==> src/rtl/sweep_pkg.sv <==
// Shared definitions for the pattern sweeper: FSM state encoding and
// the binary-to-Gray conversion used to order the stimulus vectors.
package sweep_pkg;

  typedef enum logic [1:0] {
    S_IDLE  = 2'd0,
    S_DRIVE = 2'd1,
    S_DONE  = 2'd2
  } sweep_state_e;

  // Operates on the widest legal vector; callers slice down to WIDTH.
  function automatic logic [7:0] gray_code(input logic [7:0] b);
    return b ^ (b >> 1);
  endfunction

endpackage

==> src/rtl/sweep_fsm.sv <==
// Sweep control state machine: IDLE -> DRIVE -> DONE -> IDLE.
// busy/done decode directly from the state register.
module sweep_fsm
  import sweep_pkg::*;
(
  input  logic         clk,
  input  logic         rst,
  input  logic         start,
  input  logic         last_step,
  output sweep_state_e state,
  output logic         busy,
  output logic         done
);

  sweep_state_e state_nxt;

  always_ff @(posedge clk or posedge rst) begin
    if (rst) state <= S_IDLE;
    else     state <= state_nxt;
  end

  always_comb begin
    state_nxt = state;
    busy      = 1'b0;
    done      = 1'b0;
    case (state)
      S_IDLE:  if (start) state_nxt = S_DRIVE;
      S_DRIVE: begin
        busy = 1'b1;
        if (last_step) state_nxt = S_DONE;
      end
      S_DONE: begin
        busy      = 1'b1;
        done      = 1'b1;
        state_nxt = S_IDLE;
      end
      default: state_nxt = S_IDLE;
    endcase
  end

endmodule

==> src/rtl/pattern_sweeper.sv <==
// Exhaustive input sweeper: drives every WIDTH-bit vector for DWELL cycles,
// compares the DUT response against exp_table and tallies mismatches.
module pattern_sweeper
  import sweep_pkg::*;
#(
  parameter int WIDTH = 3,
  parameter int DWELL = 20
) (
  input  logic                  clk,
  input  logic                  rst,
  input  logic                  start,
  input  logic                  mode,
  input  logic [2**WIDTH-1:0]   exp_table,
  input  logic                  dut_out,
  output logic [WIDTH-1:0]      stim,
  output logic                  busy,
  output logic                  done,
  output logic                  pass,
  output logic [WIDTH:0]        err_count,
  output logic [WIDTH-1:0]      first_fail
);

  localparam int              NVEC     = 1 << WIDTH;
  localparam logic [WIDTH:0]  ERR_MAX  = NVEC[WIDTH:0];
  localparam logic [WIDTH-1:0] IDX_LAST = '1;
  localparam logic [7:0]      DW_LAST  = 8'(DWELL - 1);

  sweep_state_e     state;
  logic [WIDTH-1:0] idx, idx_nxt, vec_nxt;
  logic [7:0]       dwell, gray8;
  logic             mode_q;
  logic             accept, step, last_step, mismatch;

  always_comb begin
    accept    = (state == S_IDLE) && start;
    step      = (state == S_DRIVE) && (dwell == DW_LAST);
    last_step = step && (idx == IDX_LAST);
    mismatch  = dut_out != exp_table[stim];
    idx_nxt   = idx + 1'b1;
    gray8     = gray_code(8'(idx_nxt));
    vec_nxt   = mode_q ? gray8[WIDTH-1:0] : idx_nxt;
  end

  sweep_fsm u_fsm (
    .clk       (clk),
    .rst       (rst),
    .start     (start),
    .last_step (last_step),
    .state     (state),
    .busy      (busy),
    .done      (done)
  );

  always_ff @(posedge clk or posedge rst) begin
    if (rst) begin
      idx        <= '0;
      dwell      <= '0;
      mode_q     <= 1'b0;
      stim       <= '0;
      err_count  <= '0;
      first_fail <= '0;
      pass       <= 1'b0;
    end else if (accept) begin
      // Vector 0 is the same in binary and Gray order.
      idx        <= '0;
      dwell      <= '0;
      mode_q     <= mode;
      stim       <= '0;
      err_count  <= '0;
      first_fail <= '0;
      pass       <= 1'b0;
    end else if (state == S_DRIVE) begin
      if (step) begin
        dwell <= '0;
        if (mismatch) begin
          if (err_count != ERR_MAX) err_count <= err_count + 1'b1;
          if (err_count == '0)      first_fail <= stim;
        end
        // On the final vector idx/stim freeze so results hold in IDLE.
        if (idx != IDX_LAST) begin
          idx  <= idx_nxt;
          stim <= vec_nxt;
        end
      end else begin
        dwell <= dwell + 1'b1;
      end
    end else if (state == S_DONE) begin
      pass <= (err_count == '0);
    end
  end

endmodule

==> config.mk <==
export PLATFORM = sky130hd
export DESIGN_NAME = pattern_sweeper
export DESIGN_NICKNAME = d
export VERILOG_FILES = /design/src/rtl/sweep_pkg.sv /design/src/rtl/sweep_fsm.sv /design/src/rtl/pattern_sweeper.sv
export SDC_FILE = /design/constraint.sdc
export NUM_CORES = 1
export LEC_CHECK = 0
export CAP_MARGIN = 20
export CORE_ASPECT_RATIO = 1.4
export CORE_MARGIN = 4
export CORE_UTILIZATION = 56
export DETAILED_ROUTE_END_ITERATION = 10
export HOLD_SLACK_MARGIN = 0.1
export PLACE_DENSITY = 0.81
export SYNTH_ARGS = -nofsm -noshare
export SYNTH_HDL_FRONTEND = slang
export SYNTH_SLANG_ARGS = --single-unit
export TNS_END_PERCENT = 1
==> constraint.sdc <==
create_clock -name clk -period 4.6 [get_ports clk]
set_input_delay 0.92 -clock clk [delete_from_list [all_inputs] [get_ports clk]]
set_output_delay 0.92 -clock clk [all_outputs]
set_load 0.01 [all_outputs]
---- Word-level counts from Yosys, hierarchy flattened ----
Cells that the tools add are included.
storage, ports and cells
  bits in writable memories ............... 0
  register bits after elaboration ......... 25
  memory bits (read-only) ................. 0
  memories kept ........................... 0
  word-level logic and storage cells ...... 73
  output and inout port bits .............. 13
  bits in latches ......................... 0
cells by class
  shift operators ......................... 0
  multiplexer cells ....................... 32
  $add $sub $neg .......................... 3
  $mul .................................... 0
  order comparisons ....................... 1
  bitwise logic cells ..................... 1
  divide/modulo/power cells ............... 0
  reductions and logical operators ........ 18
  eq/ne operators ......................... 10
operator list
  operator             number
  $mux 3               14
  $mux 8               3
  $mux 4               5
  $reduce_bool 2->1    7
  $add 8x1->8 const B  1
  $eq 8x5->1 const B   1
  $reduce_and 4->1     2
  $mux 1               6
  $ne 2x2->1 const B   3
  $add 4x1->4 const B  1
  $logic_not 4->1      1
  $lt 3x4->1 const B   1
  $mux 2               2
  $ne 4x4->1 const B   1
  $pmux 2 s2           1
  $reduce_and 2->1     2
  $add 3x1->3 const B  1
  $bmux 1 s3           1
  $eq 3x3->1 const B   1
  $logic_and 1x1->1    3
  $ne 3x3->1 const B   1
  $reduce_and 3->1     1
  $xor 3x2->3          1
  $eq 2x1->1 const B   1
  other kinds (4)      4

---- Logic depth before layout (Yosys ltp) ----
Gate-level depths: netlist of the first run.
  depth after elaboration ................. 7
  mapped depth ............................ 7

---- Cells and area by module ----
Synthesis of the first run repeated with hierarchy kept, for this count alone.
unflattened totals
  cell total of the unflattened synthesis .. 146
  area, all modules ....................... 1443.9 µm²
by module, submodules not included
  module           sequential area each (µm²)  area an instance (µm²)  times used  cells each
  pattern_sweeper  550.5                       1278.7                  1           131
  sweep_fsm        50.0                        165.2                   1           15

---- Worst setup path after synthesis of the first run ----
No wires, ideal clock.
  kind .................................... input to register
  from .................................... in exp_table[1]
  to ...................................... reg err_count[0]
  setup slack ............................. 2.384 ns
  library setup time ...................... 0.079 ns
  stages on the path ...................... 4
  arrival time ............................ 2.137 ns
  buffers on the path ..................... 0
  cell sequence ........................... mux4_1 mux2_4 mux2i_2 mux2i_1
between the ends
  word-level cells in the longest chain between the ends .. 5
ends and longest elaborated chain
  element                             line                   RTL
  start, declared                     pattern_sweeper.sv:13  input logic [2**WIDTH-1:0] exp_table,
  $bmux 1 s3                          pattern_sweeper.sv:38  mismatch = dut_out != exp_table[stim];
  $mux 1 (not written as such)        pattern_sweeper.sv:38
  $ne 1x1->1                          pattern_sweeper.sv:38
  $reduce_bool 2->1 (no source line)  n/a
  $reduce_and 4->1 (no source line)   n/a
  end signal, assigned                pattern_sweeper.sv:76  if (err_count != ERR_MAX) err_count <= err_count + 1'b1;
  end, declared                       pattern_sweeper.sv:19  output logic [WIDTH:0] err_count,
Every way passes these cells. The select of a mux whose other input is x is not followed.
A chain may end at the register's enable or synchronous reset.

---- Worst setup path in the final report of the first run ----
  from .................................... reg u_fsm.state[0]
  to ...................................... out busy
between the ends
  word-level cells in the longest chain between the ends .. 3
ends and longest elaborated chain
  element                                   line                   RTL
  start, declared                           sweep_fsm.sv:10        output sweep_state_e state,
  start signal, assigned                    sweep_fsm.sv:19        else state <= state_nxt;
  $eq 2x1->1 or $eq 2x2->1 (tied branches)  sweep_fsm.sv:26        case (state)
  $reduce_or 2->1 (no source line) *        n/a
  $mux 1 *                                  sweep_fsm.sv:26
  end, declared                             pattern_sweeper.sv:16  output logic busy,
Mark *: on every way between the ends. The rest lies on a longest branch, timed or not.

==> impl_metrics.ini, run 1 <==
[synth]
seq_area_frac_synth = 0.398
muxShareOfSynthArea = 0.183
synth-async-reset-ratio = 1.00
synth_compound_area_frac = 0.0465
synthFlopType = dfrtp_1
avgSynthCellArea_um2 = 10.3
syn_area_um2 = 1510
ys_ff_latch = 24
synth_xor_xnor_area_share = 0.0349
synthSimpleGateAreaFrac = 0.217
synth_cells = 146
synth_top_family_by_area = simple AND/OR/NAND/NOR gates
syn-num-nets = 168
synth_cell_types = 34
yosysWarnings = 0
synth_edf_count = 0
synth_fa_ha_area_frac = 0.0747

[route]
wire_per_inst_um = 14.8
drt_iter0_drc = 34
final_antenna_net_count = 0
drt-pass1-iter-count = 4
post-route-drc-count = 0
num_vias = 1170
routed_wl_um = 3070
avgViaCountPerCell = 5.65

[power_and_ir_drop]
power_leakage_nw = 0.807
p_sw_mw = 0.189
p_int_mw = 0.354
pwr-share-seq = 0.473
pwr-share-comb = 0.319
vdd_drop_max_mv = 0.233
power_density_nw_per_um2 = 301
p_sw_frac = 0.347
p_clk_frac = 0.208
power_mw = 0.543

[worst_setup_path]
crit_family = buffers and inverters
endpoint_kind = output pin
crit_path_max_fanout = 3
critical_path_class = reg -> out
r2r_slack_ps = 2470
worstPathCellList = inv_1, ha_1, clkdlybuf4s50_1
crit_buf_inv = 2
critPathLaunchType = flop
reg2reg_from = u_fsm.state[1]$_DFFE_PP0P_
critPathMaxStageDelay_ps = 540
worst-endpoint-arrival_ps = 1620
crit_start = u_fsm.state[0]$_DFFE_PP0P_
worstPathRequired_ps = 3680
crit_slowest_cell = clkdlybuf4s50_1

[placed_design]
place_congestion = 0.781
numPortBuffers = 25
hpwl_um = 2290

[run_status]
status = complete, no violations

[die]
die_area_um2 = 3600
io_pins = 26
die_h_um = 69.4
initial_core_util = 0.577
row_count = 22
die_w_um = 51.9
coreArea_um2 = 2620

[global_routing]
grt.overflow.total = 0
antenna_found_initial = 0
track_usage = 0.181
grt_max_degree = 25
grt_pass1_wl_um = 5060
grt_pass1_vias = 1138

[cts]
cts_resized = 0
ctsRootBufferMaster = clkbuf_4
clock_latency_ps = 310
cts_made_buffers = 3
tritoncts = built
clock_sinks = 24
hold_buffers = 0
cts_buffer_depth = 2
cts.reportedPaths.clkPinSlew_ps = 130
postCtsSetupBuffers = 0
htreeDepth = 1

[sta]
final.setup.tns_ps = 0
min_period_over_period = 0.552
drv_slew = 0
finalHoldViolCount = 0
fin_crit_ps = 2540
tightest_slew_ps = 899
clock.fmax_mhz = 394
slew_headroom = 0.400
rsz0062_at_grt = false
fin_worst_skew_ps = 1.37
setup_viol = 0

[worst_hold_path]
hp-start = dwell[6]$_DFFE_PP0P_
holdCritPathClass = reg -> reg

[final_layout]
final_core_util = 0.690
diodes = 0
syn2layout_area_growth_pct = 19.8
nets = 194
drive_above_1_share = 0.0702

[job]
cap_viol_max_count = 0
## metal layers
| metal | up-vias | global-route usage | wire length (um) |
|---|---|---|---|
| met3 | 4 | 0.0301 | 131 |
| met1 | 562 | 0.223 | 1260 |
| li1 | 569 | - | - |
| met2 | 35 | 0.305 | 1630 |
| met4 | 0 | 0.0700 | 48 |
| met5 | - | 0 | 0 |
## power groups by stage
stage | Clock [mW] | Sequential (mW) | Combinational [mW]
after floorplan | 0 | 0.256 | 0.134
after global placement | 0 | 0.259 | 0.163
after detailed placement | 0 | 0.260 | 0.173
after CTS | 0.114 | 0.256 | 0.175
after global routing | 0.123 | 0.261 | 0.194
final | 0.113 | 0.257 | 0.173
## cell families after synthesis
family / after synthesis
mux: 22
compound gates: 11
flops: 24
fa+ha+maj: 9
buf+inv: 12
xor+xnor: 6
simple gates: 62
## final cells by class
cell class                      count  area [um2]
Fill cell                         200         810
Clock buffer                        4        36.3
Multi-Input combinational cell    110         840
Tap cell                           36        45.0
Timing Repair Buffer               26         258
Inverter                            7        26.3
Sequential cell                    24         601
## stage by stage
stage	std cells	hold slack [ps]	area, um2	worst slack, ps
final	207	517	1810	2060
after CTS	206	510	1800	2040
after floorplan	146	464	1510	2380
after detailed placement	202	494	1760	1900
after global routing	207	541	1810	1970
after global placement	202	487	1760	1950
## cell usage after synthesis (3+ instances only)
cell	n	area [um2]
xnor2_1	4	35.0
a21oi_1	4	20.0
nand4b_1	3	26.3
dfrtp_1	24	601
nand3b_1	3	22.5
nand4_1	6	37.5
nand2_1	20	75.1
inv_1	7	26.3
nand3_1	5	25.0
nor2_1	12	45.0
o21ai_0	3	15.0
ha_1	9	113
mux2i_1	15	150
and3_1	3	18.8
## final timing paths
kind	to	depth (start not counted)
hold reg to reg	dwell[6]$_DFFE_PP0P_	1
min in group asynchronous	err_count[1]$_DFFE_PP0P_	2
setup / recovery	busy	3
setup reg to reg	dwell[6]$_DFFE_PP0P_	6
hold / removal	dwell[6]$_DFFE_PP0P_	1
max in group asynchronous	pass$_DFFE_PP0P_	2
## state kept, by name, indices dropped and copies added, names as in the netlist
register,count
stim,3
first_fail,3
u_fsm.state,2
idx,2
pass,1
mode_q,1
dwell,8
err_count,4
## worst register-to-register path, stage by stage, from the launching register on
cell      delay, ps
dfrtp_1         400
inv_1            90
ha_1            250
and4bb_2        350
a211oi_1        620
nand4_1         190
mux2i_1         170
## cell usage in the layout (no fill, tap or decap), types with 3 or more instances in the layout
master / count
nand3_1: 5
mux2i_1: 15
clkbuf_4: 4
xnor2_1: 4
ha_1: 9
and3_1: 3
dfrtp_1: 24
nand4_1: 6
nor2_1: 12
nand4b_1: 3
a21oi_1: 4
nand2_1: 20
clkdlybuf4s50_1: 25
nand3b_1: 3
o21ai_0: 3
inv_1: 7
No activity file was read; power rests on OpenSTA's default activity.
==> run 2: changes to the inputs <==
--- a/config.mk
+++ b/config.mk
@@ -8,10 +8,10 @@
 export CAP_MARGIN = 20
 export CORE_ASPECT_RATIO = 1.4
 export CORE_MARGIN = 4
-export CORE_UTILIZATION = 56
+export CORE_UTILIZATION = 52
 export DETAILED_ROUTE_END_ITERATION = 10
 export HOLD_SLACK_MARGIN = 0.1
-export PLACE_DENSITY = 0.81
+export PLACE_DENSITY = 0.76
 export SYNTH_ARGS = -nofsm -noshare
 export SYNTH_HDL_FRONTEND = slang
 export SYNTH_SLANG_ARGS = --single-unit
==> constraint.sdc (replaced) <==
create_clock -name clk -period 2.5 [get_ports clk]
set_input_delay 0.5 -clock clk [delete_from_list [all_inputs] [get_ports clk]]
set_output_delay 0.5 -clock clk [all_outputs]
set_load 0.01 [all_outputs]
==> impl_metrics.ini, run 2 (synthesis results as in run 1) <==
[route]
routed_wl_um = 3020
num_vias = 1186
final_antenna_net_count = 0
post-route-drc-count = 0
drt_iter0_drc = 27
avgViaCountPerCell = 5.65
wire_per_inst_um = 14.4
drt-pass1-iter-count = 4

[final_layout]
multi_input_area_um2 = 840
drive_above_1_share = 0.0862
diodes = 0
regMostFlops = dwell
nets = 198
final_cell_mix = clkdlybuf4s50_1, dfrtp_1, nand2_1
seq_area_um2 = 601
largest_reg_flops = 8
syn2layout_area_growth_pct = 20.8
final_common_cell = clkdlybuf4s50_1
fill_cells = 236
top_regs = dwell x8, err_count x4
postLayoutCellArea_um2 = 1820

[global_routing]
grt_max_degree = 25
grt_pass1_wl_um = 5100
grt_pass1_vias = 1217
track_usage = 0.175
grt.overflow.total = 0
antenna_found_initial = 0

[die]
row_count = 22
die_w_um = 53.5
die_area_um2 = 3840
io_pins = 26
coreArea_um2 = 2700
die_h_um = 71.7
initial_core_util = 0.559

[sta]
fin_worst_skew_ps = 1.32
rsz0062_at_grt = false
setup_viol = 0
drv_slew = 0
slew_headroom = 0.656
tightest_slew_ps = 515
min_period_over_period = 0.844
fin_crit_ps = 2110
clock.fmax_mhz = 474
finalHoldViolCount = 0
final.setup.tns_ps = 0

[placed_design]
place_congestion = 0.788
numPortBuffers = 25
hpwl_um = 2370
placed_area_um2 = 1800

[cts]
cts_made_buffers = 3
clock_latency_ps = 310
cts_buffer_depth = 2
ctsRootBufferMaster = clkbuf_4
cts.reportedPaths.clkPinSlew_ps = 130
clock_sinks = 24
postCtsSetupBuffers = 0
hold_buffers = 0
tritoncts = built
cts_resized = 0
htreeDepth = 1

[worst_setup_path]
worstPathRequired_ps = 2000
r2r_end = u_fsm.state[0]$_DFFE_PP0P_
critical_path_class = reg -> out
crit_start = u_fsm.state[1]$_DFFE_PP0P_
critPathMaxStageDelay_ps = 530
crit_buf_inv = 2
critPathLaunchType = flop
r2r_slack_ps = 510
worst-endpoint-arrival_ps = 1610
crit_family = buffers and inverters
r2r.worst_path.cells = 6
critPathCapture = busy
crit_slowest_cell = clkdlybuf4s50_1
reg2reg_from = u_fsm.state[1]$_DFFE_PP0P_
worstPathCellList = inv_1, ha_1, clkdlybuf4s50_1
endpoint_kind = output pin
crit_path_max_fanout = 3
cp.depth = 3

[power_and_ir_drop]
power_density_nw_per_um2 = 544
p_sw_mw = 0.345
p_sw_frac = 0.348
p_int_mw = 0.647
power_leakage_nw = 0.820
p_clk_frac = 0.172
pwr-share-comb = 0.350
pwr-share-seq = 0.477
vdd_drop_max_mv = 0.467

[job]
cap_viol_max_count = 0

[run_status]
status = complete, no violations

[worst_hold_path]
holdCritPathClass = reg -> reg
run 2: changes by cell type in the layout (fill, tap and decap cells not counted):
cell      before  now
buf_4          0    5
clkbuf_4       4    3
clkbuf_8       1    0
run 2: worst min path at each step:
stage,from,end,depth (start not counted)
final,dwell[6]$_DFFE_PP0P_,dwell[6]$_DFFE_PP0P_,1
after global routing,dwell[6]$_DFFE_PP0P_,dwell[6]$_DFFE_PP0P_,1
after CTS,dwell[6]$_DFFE_PP0P_,dwell[6]$_DFFE_PP0P_,1
after detailed placement,pass$_DFFE_PP0P_,pass$_DFFE_PP0P_,1
after global placement,dwell[6]$_DFFE_PP0P_,dwell[6]$_DFFE_PP0P_,1
after floorplan,dwell[6]$_DFFE_PP0P_,dwell[6]$_DFFE_PP0P_,1
run 2: layout make-up:
class / instances / area share
Sequential cell: 24 / 0.330
Timing Repair Buffer: 30 / 0.158
Multi-Input combinational cell: 110 / 0.461
Tap cell: 36 / 0.0247
Clock buffer: 3 / 0.0124
Inverter: 7 / 0.0144
run 2: worst reg2reg max path, cell delays in order, from the launching register on:
cell,delay (ps)
dfrtp_1,430
inv_1,110
ha_1,260
and4bb_2,420
nand3_1,150
a21oi_1,180
mux2_2,340
run 2: metal layers:
metal | track usage | up-vias | share of wire
met2 | 0.314 | 18 | 0.53
met1 | 0.200 | 584 | 0.43
met3 | 0.0229 | 4 | 0.025
met5 | 0 | - | 0
li1 | - | 580 | -
met4 | 0.0739 | 0 | 0.015
run 2: power by group through the flow:
stage / Sequential [mW] / Combinational [mW] / Clock (mW)
after floorplan: 0.470 / 0.246 / 0
after global placement: 0.478 / 0.334 / 0
after global routing: 0.479 / 0.396 / 0.190
final: 0.473 / 0.347 / 0.171
after detailed placement: 0.481 / 0.351 / 0
after CTS: 0.473 / 0.353 / 0.177
run 2: through the flow:
step / cells / utilization / hold WS (ps) / worst slack [ps] / power (mW)
floorplan: 146 / - / 464 / 680 / 0.716
global route: 210 / 0.675 / 513 / 317 / 1.07
finish: 210 / 0.675 / 503 / 390 / 0.992
CTS: 210 / 0.675 / 507 / 376 / 1.00
detailed placement: 207 / 0.667 / 487 / 198 / 0.832
global placement: 207 / 0.667 / 488 / 257 / 0.813
